==> src/rtl/sevenseg_scan_n.sv <==
// Multiplexed N-digit seven-segment scanner with per-slot blanking, leading-zero suppression and PWM dimming.
// Outputs registered: one cycle latency from scan state; no backpressure (free-running display driver).
module sevenseg_scan_n #(
    parameter int DIGITS          = 4,
    parameter int TICKS_PER_DIGIT = 25_000,
    parameter int BLANK_TICKS     = 500
) (
    input  logic                  clk,
    input  logic                  rst,
    input  logic [4*DIGITS-1:0]   value,
    input  logic [DIGITS-1:0]     dp_en,
    input  logic [DIGITS-1:0]     digit_en,
    input  logic                  lz_blank,
    input  logic [3:0]            brightness,
    output logic [DIGITS-1:0]     an,
    output logic [6:0]            seg,
    output logic                  dp,
    output logic                  frame_tick
);

    localparam int DVW = $clog2(TICKS_PER_DIGIT);
    localparam int DGW = (DIGITS > 1) ? $clog2(DIGITS) : 1;

    typedef enum logic {
        ST_BLANK = 1'b0,
        ST_ON    = 1'b1
    } slot_st_e;

    localparam slot_st_e ST_RESET = (BLANK_TICKS > 0) ? ST_BLANK : ST_ON;

    logic [DVW-1:0]      div_q, div_d;
    logic [DGW-1:0]      digit_q, digit_d;
    logic [3:0]          pwm_q;
    slot_st_e            state_q, state_d;

    logic [4*DIGITS-1:0] val_snap_q;
    logic [DIGITS-1:0]   dp_snap_q;
    logic [DIGITS-1:0]   den_snap_q;
    logic                lz_snap_q;

    logic [DIGITS-1:0]   an_q, an_d;
    logic [6:0]          seg_q, seg_d;
    logic                dp_q, dp_d;
    logic                frame_tick_q;

    logic                last_div;
    logic                frame_wrap;
    logic                lit;
    logic [DIGITS-1:0]   lz_mask;
    logic                zero_run;
    logic [3:0]          cur_nib;

    function automatic logic [6:0] hex_glyph(input logic [3:0] nib);
        case (nib)
            4'h0: hex_glyph = 7'b1000000;
            4'h1: hex_glyph = 7'b1111001;
            4'h2: hex_glyph = 7'b0100100;
            4'h3: hex_glyph = 7'b0110000;
            4'h4: hex_glyph = 7'b0011001;
            4'h5: hex_glyph = 7'b0010010;
            4'h6: hex_glyph = 7'b0000010;
            4'h7: hex_glyph = 7'b1111000;
            4'h8: hex_glyph = 7'b0000000;
            4'h9: hex_glyph = 7'b0010000;
            4'hA: hex_glyph = 7'b0001000;
            4'hB: hex_glyph = 7'b0000011;
            4'hC: hex_glyph = 7'b1000110;
            4'hD: hex_glyph = 7'b0100001;
            4'hE: hex_glyph = 7'b0000110;
            default: hex_glyph = 7'b0001110;
        endcase
    endfunction

    always_comb begin
        last_div   = (div_q == DVW'(TICKS_PER_DIGIT - 1));
        frame_wrap = last_div && (digit_q == DGW'(DIGITS - 1));
        div_d      = last_div ? '0 : div_q + DVW'(1);
        digit_d    = digit_q;
        if (last_div) begin
            digit_d = frame_wrap ? '0 : digit_q + DGW'(1);
        end
    end

    // Slot phase tracks the counter value being loaded so it lines up with div_q.
    generate
        if (BLANK_TICKS == 0) begin : g_no_blank
            always_comb begin
                state_d = ST_ON;
            end
        end else begin : g_blank
            always_comb begin
                state_d = ST_ON;
                if (div_d < DVW'(BLANK_TICKS)) begin
                    state_d = ST_BLANK;
                end
            end
        end
    endgenerate

    // A digit is suppressed when it and every digit above it are zero; digit 0 always survives.
    always_comb begin
        lz_mask  = '0;
        zero_run = 1'b1;
        for (int i = DIGITS - 1; i >= 1; i--) begin
            zero_run   = zero_run & (val_snap_q[4*i +: 4] == 4'h0);
            lz_mask[i] = lz_snap_q & zero_run;
        end
    end

    always_comb begin
        cur_nib = val_snap_q[{digit_q, 2'b00} +: 4];
        lit     = (state_q == ST_ON) && den_snap_q[digit_q] && !lz_mask[digit_q]
                  && (pwm_q <= brightness);
        an_d    = '1;
        seg_d   = 7'b1111111;
        dp_d    = 1'b1;
        if (lit) begin
            an_d  = ~(DIGITS'(1) << digit_q);
            seg_d = hex_glyph(cur_nib);
            dp_d  = ~dp_snap_q[digit_q];
        end
    end

    always_ff @(posedge clk) begin
        if (rst) begin
            div_q        <= '0;
            digit_q      <= '0;
            pwm_q        <= '0;
            state_q      <= ST_RESET;
            val_snap_q   <= '0;
            dp_snap_q    <= '0;
            den_snap_q   <= '0;
            lz_snap_q    <= 1'b0;
            an_q         <= '1;
            seg_q        <= 7'b1111111;
            dp_q         <= 1'b1;
            frame_tick_q <= 1'b0;
        end else begin
            div_q        <= div_d;
            digit_q      <= digit_d;
            pwm_q        <= pwm_q + 4'd1;
            state_q      <= state_d;
            an_q         <= an_d;
            seg_q        <= seg_d;
            dp_q         <= dp_d;
            frame_tick_q <= frame_wrap;
            if (frame_wrap) begin
                val_snap_q <= value;
                dp_snap_q  <= dp_en;
                den_snap_q <= digit_en;
                lz_snap_q  <= lz_blank;
            end
        end
    end

    assign an         = an_q;
    assign seg        = seg_q;
    assign dp         = dp_q;
    assign frame_tick = frame_tick_q;

endmodule

==> config.mk <==
export PLATFORM = sky130hd
export DESIGN_NAME = sevenseg_scan_n
export DESIGN_NICKNAME = d
export VERILOG_FILES = /design/src/rtl/sevenseg_scan_n.sv
export SDC_FILE = /design/constraint.sdc
export NUM_CORES = 1
export LEC_CHECK = 0
export BUFFER_PORTS_ARGS = -buffer_cell sky130_fd_sc_hd__clkbuf_2
export CORE_MARGIN = 4
export CORE_UTILIZATION = 51
export DETAILED_ROUTE_END_ITERATION = 10
export PLACE_DENSITY = 0.75
export SLEW_MARGIN = 0
export SYNTH_ARGS = -nofsm -noshare
export SYNTH_HDL_FRONTEND = slang
export SYNTH_SLANG_ARGS = --single-unit
==> constraint.sdc <==
create_clock -name clk -period 2.3 [get_ports clk]
set_clock_uncertainty 0.1 [all_clocks]
set_input_delay 0.115 -clock clk [delete_from_list [all_inputs] [get_ports clk]]
set_output_delay 0.115 -clock clk [all_outputs]
set_load 0.1 [all_outputs]
After elaboration in Yosys (flattened, before gate mapping)
Memories as Yosys holds them, arrays and structs flattened. A register that Yosys moved wholly into a read port is not among the register bits.
Cells that the tools add are included.
{"block": "word_totals", "regBits": 53, "latchBits": 0, "ramBits": 0, "romBits": 112, "inputBits": 31, "out_inout_bits": 13, "elab_cells": 48, "n_memories": 1}
{"memory": "(no name shown)", "depth": 16, "width": 7, "read_ports": 1, "rd_ports_with_merged_regs": 1, "wr": 0, "line": "54", "source": "case (nib)"}
{"block": "classes", "add_sub_neg": 3, "multipliers": 0, "div_mod_pow": 0, "n_lt_le_gt_ge": 3, "n_eq_ne": 2, "shift": 2, "muxes": 9, "n_bitwise": 8, "n_reduce_logical": 9}
{"op": "indexed part select 16 x 5 -> 4 bit", "count": 1}
{"op": "adder 15 x 1 -> 15 bit, second input constant", "count": 1}
{"op": "== test 15 bit, second input constant", "count": 1}
{"op": "< comparator 15 x 9 -> 1 bit, second input constant", "count": 1}
{"op": "two-way mux 15 bit", "count": 1}
{"op": "zero test 4 bit", "count": 3}
{"op": "binary-select mux 1 bit (select 2 bit)", "count": 3}
{"op": "bitwise AND 1 bit", "count": 5}
{"op": "adder 4 x 1 -> 4 bit, second input constant", "count": 1}
{"op": "less-or-equal comparator 4 bit", "count": 1}
{"op": "logical AND 1 bit", "count": 4}
{"op": "two-way mux 1 bit", "count": 4}
{"op": "NOT 4 bit", "count": 1}
{"op": "left shift 1 x 2 -> 4 bit, first input constant", "count": 1}
{"op": "< comparator 2 x 3 -> 1 bit, second input constant", "count": 1}
{"op": "adder 2 x 1 -> 2 bit, second input constant", "count": 1}
{"op": "== test 2 bit, second input constant", "count": 1}
{"op": "two-way mux 2 bit", "count": 1}
{"op": "NOT 1 bit", "count": 2}
{"op": "OR reduction 2 bit", "count": 1}
{"op": "zero test 1 bit", "count": 1}

Longest topological paths before layout
Gate-level depths: netlist of the first run.
{"block": "depth", "depth_word": 11, "depth_mapped": 8, "mapped_depth_nobuf": 7}

Worst setup path after synthesis of the first run
OpenSTA, ideal clock, no wires.
{"block": "synth_path", "path_kind": "register to register", "start": "register digit_q[0]", "end": "register seg_q[3] (netlist: seg[3])", "setup_time_ns": 0.137, "arrival_time_ns": 1.999, "required_time_ns": 2.063, "slack_ns": 0.064, "path_stages_with_launch": 9, "n_path_buf": 1, "synth_period_minus_slack_ns": 2.236, "path_cell_list": "dfxtp_1 -> buf_2 -> mux4_2 -> inv_1 -> ha_1 -> inv_1 -> mux4_2 -> inv_1 -> nand3_1"}
{"block": "synth_between", "elab_chain_len": 7, "elab_cells_between_ends": 11, "classes_between": "shift (1); mux (4); bitwise (1); reduce/logical (5)"}
{"element": "start, declared", "line": "32", "source": "logic [DGW-1:0] digit_q, digit_d;"}
{"element": "start signal, assigned", "line": "140", "source": "digit_q <= digit_d;"}
{"element": "binary-select mux 1 bit (select 2 bit)", "line": "112", "source": "lit = (state_q == ST_ON) && den_snap_q[digit_q] && !lz_mask[digit_q]"}
{"element": "two-way mux 1 bit (implied by the code)", "line": "112"}
{"element": "logical AND 1 bit or zero test 1 bit (tied branches)", "line": "112"}
{"element": "logical AND 1 bit", "line": "112"}
{"element": "logical AND 1 bit", "line": "113", "source": "&& (pwm_q <= brightness);"}
{"element": "NOT 1 bit (no line)"}
{"element": "OR reduction 2 bit (no line)"}
{"element": "end, declared", "line": "42", "source": "logic [6:0] seg_q, seg_d;"}
Several ways; a longest one is shown, not always the timed one. The select of a mux whose other input is x is not followed.
A chain may end at the register's enable or synchronous reset.

Worst setup path after layout of the first run
{"block": "layout_path", "start": "register div_q[3]", "end": "register val_snap_q[15]"}
{"block": "layout_between", "elab_chain_len": 2}
{"element": "start, declared", "line": "31", "source": "logic [DVW-1:0] div_q, div_d;"}
{"element": "start signal, assigned", "line": "139", "source": "div_q <= div_d;"}
{"element": "== test 15 bit", "line": "75", "source": "last_div = (div_q == DVW'(TICKS_PER_DIGIT - 1));"}
{"element": "logical AND 1 bit", "line": "76", "source": "frame_wrap = last_div && (digit_q == DGW'(DIGITS - 1));"}
{"element": "end signal, assigned", "line": "148", "source": "val_snap_q <= value;"}
{"element": "end, declared", "line": "36", "source": "logic [4*DIGITS-1:0] val_snap_q;"}
No other way between the ends.

==> impl_metrics.tcl, run 1 <==
set metrics [dict create \
    ant_nets 0 \
    start_util_pct 52.4 \
    synth_top_family_by_area "simple AND/OR/NAND/NOR gates" \
    placed_cell_area_um2 3360 \
    worstSetupPathType "reg2reg" \
    hold_class "in2reg" \
    hold_depth 4 \
    critPathMaxFanout 25 \
    num_rows 28 \
    tns_ns 0 \
    portBuffers 43 \
    finalHoldViolations 0 \
    report.final.slew_viol_count 0 \
    synth_mux_area_share_pct 6.41 \
    post-route-min-period_ns 2.14 \
    tightest_slew_ns 0.596 \
    routabilityCongestion 0.876 \
    syn_nets 386 \
    dpl_worst_slack_ns 0.0778 \
    p_int_uw 1560 \
    fill_cells 483 \
    grt_util_all_layers_pct 18.3 \
    grt-ovfl-total 0 \
    stdcell_area_um2 3790 \
    drive_above_1_share_pct 31.4 \
    die_area_um2 7350 \
    yosys.cell_types.count 50 \
    ir_drop_mv 0.313 \
    synthesis.area_um2 3080 \
    fin_util_pct 64.5 \
    swShare_pct 23.3 \
    root_buffer "clkbuf_8" \
    synth_cells 339 \
    netlist_top_cells_area "dfxtp_1, ha_1, a21oi_2" \
    synth_top_area_cell "dfxtp_1" \
    grt_max_degree 41 \
    synth_ff_type "dfxtp_1" \
    synth_xor_area_share_pct 3.69 \
    netSwitchingPower_uw 473 \
    antenna_found_initial 0 \
    synth_compound_area_share_pct 12.7 \
    rsz0062_at_grt "false" \
    drt_iter0_markers 93 \
    post_drt_wl_per_cell_um 13.2 \
    synth_top_area_share_pct 39.0 \
    most-common-layout-cells "dfxtp_1, clkbuf_2, nand2_1" \
    syn_to_final_growth_pct 23.1 \
    slew_headroom_pct 60.2 \
    fmax_mhz 467 \
    dp_hpwl_mm 4.32 \
    fin_crit_sh_pct 93.1 \
    drv_cap 0 \
    seq_power_share_pct 52.1 \
    reg2regPathDepth 5 \
    grt_pass1_vias 2347 \
    die_w_um 85.8 \
    cts_max_level 3 \
    cts-buffers-inserted 9 \
    clkPwrFrac_pct 41.8 \
    synth_edf_count 0 \
    total_power_uw 2030 \
    grt_pass1_wl_mm 10.6 \
    synth-simple-area-share_pct 25.6 \
    vias 2558 \
    finalWirelength_mm 6.44 \
    fin_nets 457 \
    io-pin-count 44 \
    status "completed" \
    required_ns 2.47 \
    ys_ff_latch 60 \
    fin_ws_ns 0.158 \
    clock-sinks 60 \
    power.density_nw_per_um2 535 \
    combPwrFrac_pct 6.1 \
    startpoint_type "flip-flop" \
    async_flop_share_pct 0 \
    critPathArrivalTime_ns 2.31 \
    setup_viol 0 \
    ys_seq_area_share_pct 39.0 \
    layout_commonest_cell "dfxtp_1" \
    die_y_um 85.8 \
    critPathCaptureType "flip-flop" \
    clkTransAtPathRegs_ns 0.07 \
    cts_tree "built" \
    clk_latency_ns 0.34 \
    drc 0 \
    synth_fa_ha_area_share_pct 6.49 \
    antenna-diode-count 0 \
    p_leak_uw 0.00138 \
    yosysWarnings 0 \
    coreArea_um2 5890 \
    first_pass_iters 4 \
    avgSynthCellArea_um2 9.09 \
    clockBufferDepth 2 \
    via_per_inst 5.23 \
]
## metal layers
| layer | vias to the layer above | wire length (µm) | part of all wire (%) | GRT usage (%) |
|---|---|---|---|---|
| met2 | 67 | 3020 | 47 | 28.2 |
| met3 | 9 | 331 | 5.1 | 5.28 |
| met4 | 0 | 104 | 1.6 | 7.77 |
| li1 | 1305 | - | - | - |
| met1 | 1177 | 2990 | 46 | 24.2 |
| met5 | - | 0 | 0 | 0 |
## synthesized netlist by cell type, types with 3 or more instances
library cell / instances
a21oi_1: 13
a21oi_2: 20
buf_2: 7
clkbuf_1: 11
dfxtp_1: 60
ha_1: 16
inv_1: 15
mux2i_1: 4
mux4_2: 7
nand2_1: 42
nand2_2: 20
nand3_1: 20
nand4_1: 5
nor2_1: 29
nor2b_1: 3
nor3_1: 3
o21ai_0: 6
or3_1: 4
xnor2_1: 8
xor2_1: 5
## worst paths after layout
check | start | end | slack (ns)
worst max register to register | div_q[3]$_SDFF_PP0_ | val_snap_q[15]$_SDFFE_PP0P_ | 0.16
worst min-delay path | rst | seg[2]$_SDFF_PP1_ | 0.14
worst max-delay path | div_q[3]$_SDFF_PP0_ | val_snap_q[15]$_SDFFE_PP0P_ | 0.16
worst min register to register | den_snap_q[3]$_SDFFE_PP0P_ | den_snap_q[3]$_SDFFE_PP0P_ | 0.36
## critical path, cell delays in order, from the launching register on
cell,delay [ns]
dfxtp_1,0.39
or4b_4,0.57
nor4_4,0.30
and2_4,0.44
nand2_1,0.12
a21oi_1,0.15
## cells by family (layout without fill, tap and decap cells)
kind of cell,count (synthesis),in the layout
AND/OR/NAND/NOR,149,149
AO/OA/AOI/OAI,54,54
multiplexers,11,11
flip-flops,60,60
XOR/XNOR,13,13
adder cells (fa/ha/maj),16,16
buffers and inverters,36,111
## state kept, by name, summed over array words and instances, names as in the netlist
signal / flops
den_snap_q: 4
an: 4
lz_snap_q: 1
pwm_q: 4
val_snap_q: 16
div_q: 15
digit_q: 2
seg: 7
frame_tick: 1
dp_snap_q: 4
state_q: 1
dp: 1
## area by class of cell
cell class / instances / area [µm²] / area share [%]
clock inverters: 4 / 25.0 / 0.660
inverters: 15 / 56.3 / 1.48
repair buffers: 81 / 563 / 14.8
well taps: 75 / 93.8 / 2.47
clock buffers: 11 / 151 / 3.99
multi-input cells: 243 / 1700 / 44.9
flip-flops and latches: 60 / 1200 / 31.7
## timing repair
item                                    in CTS  in global routing
hold buffers                                25                  0
endpoints found under the hold margin       25                  0
resized for setup                            0                  2
buffers inserted                             0                  0
endpoints found under the setup margin       0                  7
## power by group through the flow
| stage | registers (µW) | clock network [µW] | logic, µW |
|---|---|---|---|
| 6_report | 1060 | 848 | 124 |
| 5_1_grt | 1060 | 915 | 139 |
| 4_1_cts | 1060 | 869 | 123 |
| 3_5_place_dp | 1080 | 0 | 90.4 |
| 3_3_place_gp | 1080 | 0 | 87.3 |
| 2_1_floorplan | 1080 | 0 | 51.6 |
## stage by stage
step	hold slack, ns	instances
6_report	0.140	489
5_1_grt	0.159	489
4_1_cts	0.212	489
3_5_place_dp	0.249	449
3_3_place_gp	0.246	449
2_1_floorplan	0.105	339
No activity file was read; power rests on OpenSTA's default activity.
==> inputs of run 2 (changes only) <==
--- a/config.mk
+++ b/config.mk
@@ -6,10 +6,13 @@
 export NUM_CORES = 1
 export LEC_CHECK = 0
 export BUFFER_PORTS_ARGS = -buffer_cell sky130_fd_sc_hd__clkbuf_2
+export CELL_PAD_IN_SITES_DETAIL_PLACEMENT = 2
+export CELL_PAD_IN_SITES_GLOBAL_PLACEMENT = 2
+export CORE_ASPECT_RATIO = 2
 export CORE_MARGIN = 4
-export CORE_UTILIZATION = 51
+export CORE_UTILIZATION = 32
 export DETAILED_ROUTE_END_ITERATION = 10
-export PLACE_DENSITY = 0.75
+export PLACE_DENSITY = 0.76
 export SLEW_MARGIN = 0
 export SYNTH_ARGS = -nofsm -noshare
 export SYNTH_HDL_FRONTEND = slang
==> run 2 against run 1 <==
Net effect:
- die area is 55% higher
- routed wire length increased by 48%
- highest routed layer unchanged
- largest power group is now clock
- worst setup slack got worse by 0.042 ns
==> impl_metrics.tcl, run 2 (same netlist as run 1, synthesis figures left out) <==
set metrics [dict create \
    fin_nets 460 \
    slew_headroom_pct 63.6 \
    root_buffer "clkbuf_16" \
    hold_depth 2 \
    r2r_start "digit_q[0]$_SDFFE_PP0P_" \
    cts-buffers-inserted 9 \
    p_leak_uw 0.00149 \
    ant_nets 0 \
    required_ns 2.39 \
    clkTransAtPathRegs_ns 0.05 \
    cp_cell_sequence "mux4_2, inv_1, ha_1, inv_1, mux4_2, inv_1, nand3_1" \
    post-route-min-period_ns 2.18 \
    antenna-diode-count 0 \
    final_cells 522 \
    grt_max_degree 33 \
    routabilityCongestion 0.745 \
    setup_viol 0 \
    first_pass_iters 4 \
    fill_cells 1039 \
    clockBufferDepth 2 \
    layout_commonest_cell "dfxtp_1" \
    antenna_found_initial 0 \
    worstSetupPathType "reg2reg" \
    swShare_pct 19.4 \
    die_area_um2 11400 \
    slowest_delay_ns 0.60 \
    via_per_inst 5.15 \
    seq_power_share_pct 38.2 \
    die_y_um 147 \
    reg2regPathDepth 7 \
    path_common_cell "inv_1" \
    startpoint_type "flip-flop" \
    syn_to_final_growth_pct 30.8 \
    rr_endpoint "seg[3]$_SDFF_PP1_" \
    tns_ns 0 \
    crit_family "multiplexers" \
    combPwrFrac_pct 4.8 \
    hold_end "pwm_q[0]$_SDFF_PP0_" \
    fmax_mhz 458 \
    slowest_stage "mux4_2" \
    cts_max_level 3 \
    hold_class "in2reg" \
    grt-ovfl-total 0 \
    num_rows 50 \
    drive_above_1_share_pct 32.3 \
    drv_cap 0 \
    tightest_slew_ns 0.549 \
    critPathCaptureType "flip-flop" \
    die_w_um 77.4 \
    fin_ws_ns 0.116 \
    rsz0062_at_grt "false" \
    grt_pass1_wl_mm 15.6 \
    finalHoldViolations 0 \
    fin_crit_sh_pct 95.0 \
    dp_hpwl_mm 6.80 \
    p_int_uw 2230 \
    vias 2686 \
    clk_latency_ns 0.33 \
    dp.cells 477 \
    top_register "val_snap_q" \
    finalWirelength_mm 9.52 \
    dpl_worst_slack_ns 0.00275 \
    drc 0 \
    largest_reg_flops 16 \
    ir_drop_mv 0.347 \
    clkPwrFrac_pct 57.0 \
    cts_tree "built" \
    fin_util_pct 43.0 \
    worstHoldStart "rst" \
    path_buf_inv 3 \
    drt_iter0_markers 69 \
    io-pin-count 44 \
    start_util_pct 32.9 \
    most-common-layout-cells "dfxtp_1, clkbuf_2, nand2_1" \
    coreArea_um2 9380 \
    clock-sinks 60 \
    netSwitchingPower_uw 539 \
    critPathMaxFanout 6 \
    power.density_nw_per_um2 688 \
    grt_util_all_layers_pct 17.8 \
    post_drt_wl_per_cell_um 18.2 \
    report.final.slew_viol_count 0 \
    portBuffers 43 \
    rrSetupSlack_ns 0.12 \
    status "completed" \
    critPathArrivalTime_ns 2.28 \
    grt_pass1_vias 3075 \
]
-- run 2: cell types whose count changed in the layout (fill, tap and decap cells not counted), sizes merged --
cell,previous run,this run
bufinv,0,3
buf,13,15
clkinvlp,2,0
and2,3,4
clkbuf,54,55
clkinv,2,1
-- run 2: power groups by stage --
stage	registers [µW]	logic, µW	clock network, µW
final	1060	132	1580
after global routing	1060	147	1670
after CTS	1060	134	1620
after detailed placement	1080	99.6	0
after global placement	1080	94.6	0
after floorplan	1080	51.6	0
-- run 2: stage by stage --
step	total power, µW	cell area (µm²)	hold WS [ns]
6_report	2770	4030	0.0418
5_1_grt	2870	4030	0.0662
4_1_cts	2820	4000	0.0405
3_5_place_dp	1180	3390	0.256
3_3_place_gp	1170	3390	0.250
2_1_floorplan	1130	3080	0.105
-- run 2: how the worst max path moves through the flow --
| stage | start | end | slack [ns] | depth (start not counted) |
|---|---|---|---|---|
| floorplan | digit_q[0]$_SDFFE_PP0P_ | seg[3]$_SDFF_PP1_ | 0.06 | 8 |
| global placement | digit_q[0]$_SDFFE_PP0P_ | seg[3]$_SDFF_PP1_ | 0.05 | 7 |
| detailed placement | digit_q[0]$_SDFFE_PP0P_ | seg[3]$_SDFF_PP1_ | 0.003 | 7 |
| CTS | div_q[0]$_SDFF_PP0_ | val_snap_q[9]$_SDFFE_PP0P_ | 0.02 | 6 |
| global route | digit_q[0]$_SDFFE_PP0P_ | seg[3]$_SDFF_PP1_ | 0.009 | 7 |
| finish | digit_q[0]$_SDFFE_PP0P_ | seg[3]$_SDFF_PP1_ | 0.12 | 7 |
-- run 2: per-layer routing --
layer | global-route usage [%] | wire [µm]
met5 | 0 | 0
met4 | 8.02 | 173
met3 | 2.88 | 240
met2 | 35.5 | 5720
met1 | 17.1 | 3390
-- run 2: cell type report --
cell class              count  area, µm²  area share (%)
multi-input cells         244       1720            42.5
repair buffers             83        578            14.3
clock buffers              12        256            6.36
well taps                 104        130            3.23
clock inverters             4       95.1            2.36
flip-flops and latches     60       1200            29.8
inverters                  15       56.3            1.40
-- run 2: worst register-to-register path: stages (launching register included) --
cell	delay [ns]
dfxtp_2	0.38
mux4_2	0.60
inv_1	0.15
ha_1	0.13
inv_1	0.06
mux4_2	0.49
inv_1	0.08
nand3_1	0.07
-- run 2: what timing repair did --
item,in CTS,in global routing
gates cloned,0,1
pin swaps,1,2
buffers inserted,1,2
endpoints found under the setup margin,3,34
hold endpoints to repair,25,0
resized for setup,1,4
hold buffers,25,0
==> inputs of run 3 (changes only) <==
==> config.mk (replaced) <==
export PLATFORM = sky130hd
export DESIGN_NAME = sevenseg_scan_n
export DESIGN_NICKNAME = d
export VERILOG_FILES = /design/src/rtl/sevenseg_scan_n.sv
export SDC_FILE = /design/constraint.sdc
export NUM_CORES = 1
export LEC_CHECK = 0
export ABC_AREA = 1
export BUFFER_PORTS_ARGS = -buffer_cell sky130_fd_sc_hd__clkbuf_2
export CELL_PAD_IN_SITES_DETAIL_PLACEMENT = 0
export CELL_PAD_IN_SITES_GLOBAL_PLACEMENT = 1
export CORE_ASPECT_RATIO = 2
export CORE_MARGIN = 4
export CORE_UTILIZATION = 37
export DETAILED_ROUTE_END_ITERATION = 10
export PLACE_DENSITY = 0.75
export SLEW_MARGIN = 0
export SYNTH_ARGS = -nofsm -noshare
export SYNTH_HDL_FRONTEND = slang
export SYNTH_SLANG_ARGS = --single-unit
==> run 3 against run 2 <==
Net effect:
- the flow now finishes with violations (negative hold slack)
- area after synthesis did not move
- clock power is 14% lower
- hold slack worse by 0.054 ns
- non-clock buffer count shrank 9
- cell count is 11% higher
- critical path depth grew 5
- critical path type unchanged
- largest power group unchanged
==> impl_metrics.tcl, run 3 <==
set metrics [dict create \
    synth_edf_count 0 \
    startpoint_type "flip-flop" \
    top_register "val_snap_q" \
    ff_latch_area_um2 1200 \
    hold_ws_ns -0.0122 \
    critPathArrivalTime_ns 2.14 \
    layout_commonest_cell "nand2_1" \
    clkPwrFrac_pct 53.5 \
    total_power_uw 2540 \
    io-pin-count 44 \
    ys_seq_area_share_pct 39.0 \
    syn_nets 456 \
    dp_hpwl_mm 5.85 \
    ir_drop_mv 0.369 \
    synthesis.area_um2 3080 \
    routabilityCongestion 0.853 \
    most-common-layout-cells "nand2_1, dfxtp_1, inv_1" \
    grt_pass1_vias 2844 \
    syn_to_final_growth_pct 27.3 \
    synth_top_area_cell "dfxtp_1" \
    grt_pass1_wl_mm 12.6 \
    power.density_nw_per_um2 647 \
    worstSetupPathType "reg2reg" \
    hold_class "in2reg" \
    num_rows 46 \
    antenna_found_initial 0 \
    drive_above_1_share_pct 22.3 \
    async_flop_share_pct 0 \
    yosysWarnings 0 \
    dp.cells 541 \
    portBuffers 43 \
    grt_util_all_layers_pct 16.8 \
    critPathCaptureType "flip-flop" \
    die_w_um 72.5 \
    fin_crit_sh_pct 88.4 \
    yosysMostFrequentCell "nand2_1" \
    fin_nets 527 \
    final_cells 580 \
    cts_max_level 3 \
    grt_max_degree 51 \
    avgSynthCellArea_um2 7.54 \
    fmax_mhz 492 \
    slew_headroom_pct 63.9 \
    clkTransAtPathRegs_ns 0.05 \
    clock-sinks 60 \
    report.final.slew_viol_count 0 \
    synth_ff_type "dfxtp_1" \
    cts_tree "built" \
    multi_input_area_um2 1540 \
    coreArea_um2 8060 \
    first_pass_iters 4 \
    antenna-diode-count 0 \
    synth_cells 409 \
    vias 2805 \
    post_drt_wl_per_cell_um 13.1 \
    netlist_top_cells_area "dfxtp_1, nand2_1, inv_1" \
    required_ns 2.41 \
    largest_reg_flops 16 \
    yosys.cell_types.count 31 \
    drt_iter0_markers 108 \
    critPathMaxFanout 7 \
    finalHoldViolations 1 \
    synth_top_area_share_pct 39.0 \
    synthTopCellsByCount "nand2_1, dfxtp_1, inv_1" \
    ant_nets 0 \
    via_per_inst 4.84 \
    dpl_worst_slack_ns 0.117 \
    die_area_um2 9950 \
    status "complete, but fails checks" \
    fill_cells 804 \
    netSwitchingPower_uw 501 \
    clk_latency_ns 0.33 \
    clockBufferDepth 2 \
    setup_viol 0 \
    cts_setup_buffers 0 \
    cts-buffers-inserted 9 \
    violations "negative hold slack" \
    tns_ns 0 \
    fin_ws_ns 0.268 \
    tightest_slew_ns 0.544 \
    ys_ff_latch 60 \
    drc 0 \
    combPwrFrac_pct 4.8 \
    finalWirelength_mm 7.61 \
    p_int_uw 2040 \
    root_buffer "clkbuf_16" \
    fin_util_pct 48.7 \
    die_y_um 137 \
    swShare_pct 19.7 \
    post-route-min-period_ns 2.03 \
    grt-ovfl-total 0 \
    start_util_pct 38.3 \
    p_leak_uw 0.00166 \
    seq_power_share_pct 41.8 \
    drv_cap 0 \
]
run 3: cells by family after synthesis:
| family | Yosys count | share of synthesized area (%) |
|---|---|---|
| AOI/OAI and AO/OA | 88 | 17.4 |
| xor gates and xnor gates | 5 | 1.42 |
| adders and majority gates | 16 | 6.49 |
| buffers and inverters | 77 | 11.2 |
| DFF | 60 | 39.0 |
| and+or+nand+nor | 163 | 24.5 |
run 3: layer usage:
metal  share of wire [%]  GRT usage, %  wire length (µm)
met1                  36          14.9              2710
met2                  57          32.3              4370
met3                 3.1          4.63               239
met4                 3.8          9.45               291
met5                   0             0                 0
run 3: worst paths after layout:
check                                   from  slack (ns)                          to  cells past startpoint
hold / removal                      value[5]       -0.01  val_snap_q[5]$_SDFFE_PP0P_                      3
setup reg to reg     digit_q[1]$_SDFFE_PP0P_        0.27           seg[0]$_SDFF_PP1_                     12
setup / recovery     digit_q[1]$_SDFFE_PP0P_        0.27           seg[0]$_SDFF_PP1_                     12
hold reg to reg   den_snap_q[0]$_SDFFE_PP0P_        0.35  den_snap_q[0]$_SDFFE_PP0P_                      2
run 3: worst max-delay path, stage by stage (launching register included):
cell     delay [ns]
dfxtp_1        0.46
inv_1          0.18
a21oi_1        0.15
o21ai_0        0.13
nand2_2        0.16
inv_2          0.07
ha_1           0.20
inv_1          0.12
nor2_1         0.06
o21ai_0        0.14
nand2_1        0.06
inv_1          0.05
nand2_1        0.04
run 3: metrics by stage:
stage	hold WS [ns]	instance area (µm²)
after global routing	0.00901	3930
after global placement	0.284	3370
after detailed placement	0.283	3370
final	-0.0122	3930
after floorplan	0.172	3080
after CTS	0.00106	3920
run 3: timing repair:
action / CTS / global route
endpoints found under the setup margin: 0 / 7
gates resized for setup: 0 / 3
hold buffers: 24 / 0
hold endpoints to repair: 24 / 0
run 3: power by group through the flow:
stage | sequential (µW) | combinational (µW) | clock [µW]
floorplan | 1080 | 51.3 | 0
global placement | 1080 | 90.6 | 0
detailed placement | 1080 | 91.4 | 0
CTS | 1060 | 124 | 1400
global route | 1060 | 136 | 1440
finish | 1060 | 121 | 1360
run 3: area by class of cell:
class | instances | share of cell area, %
Inverter | 63 | 6.02
Multi-Input combinational cell | 272 | 39.3
Tap cell | 96 | 3.06
Timing Repair Buffer | 74 | 13.3
Clock buffer | 14 | 6.98
Sequential cell | 60 | 30.6
Clock inverter | 1 | 0.765
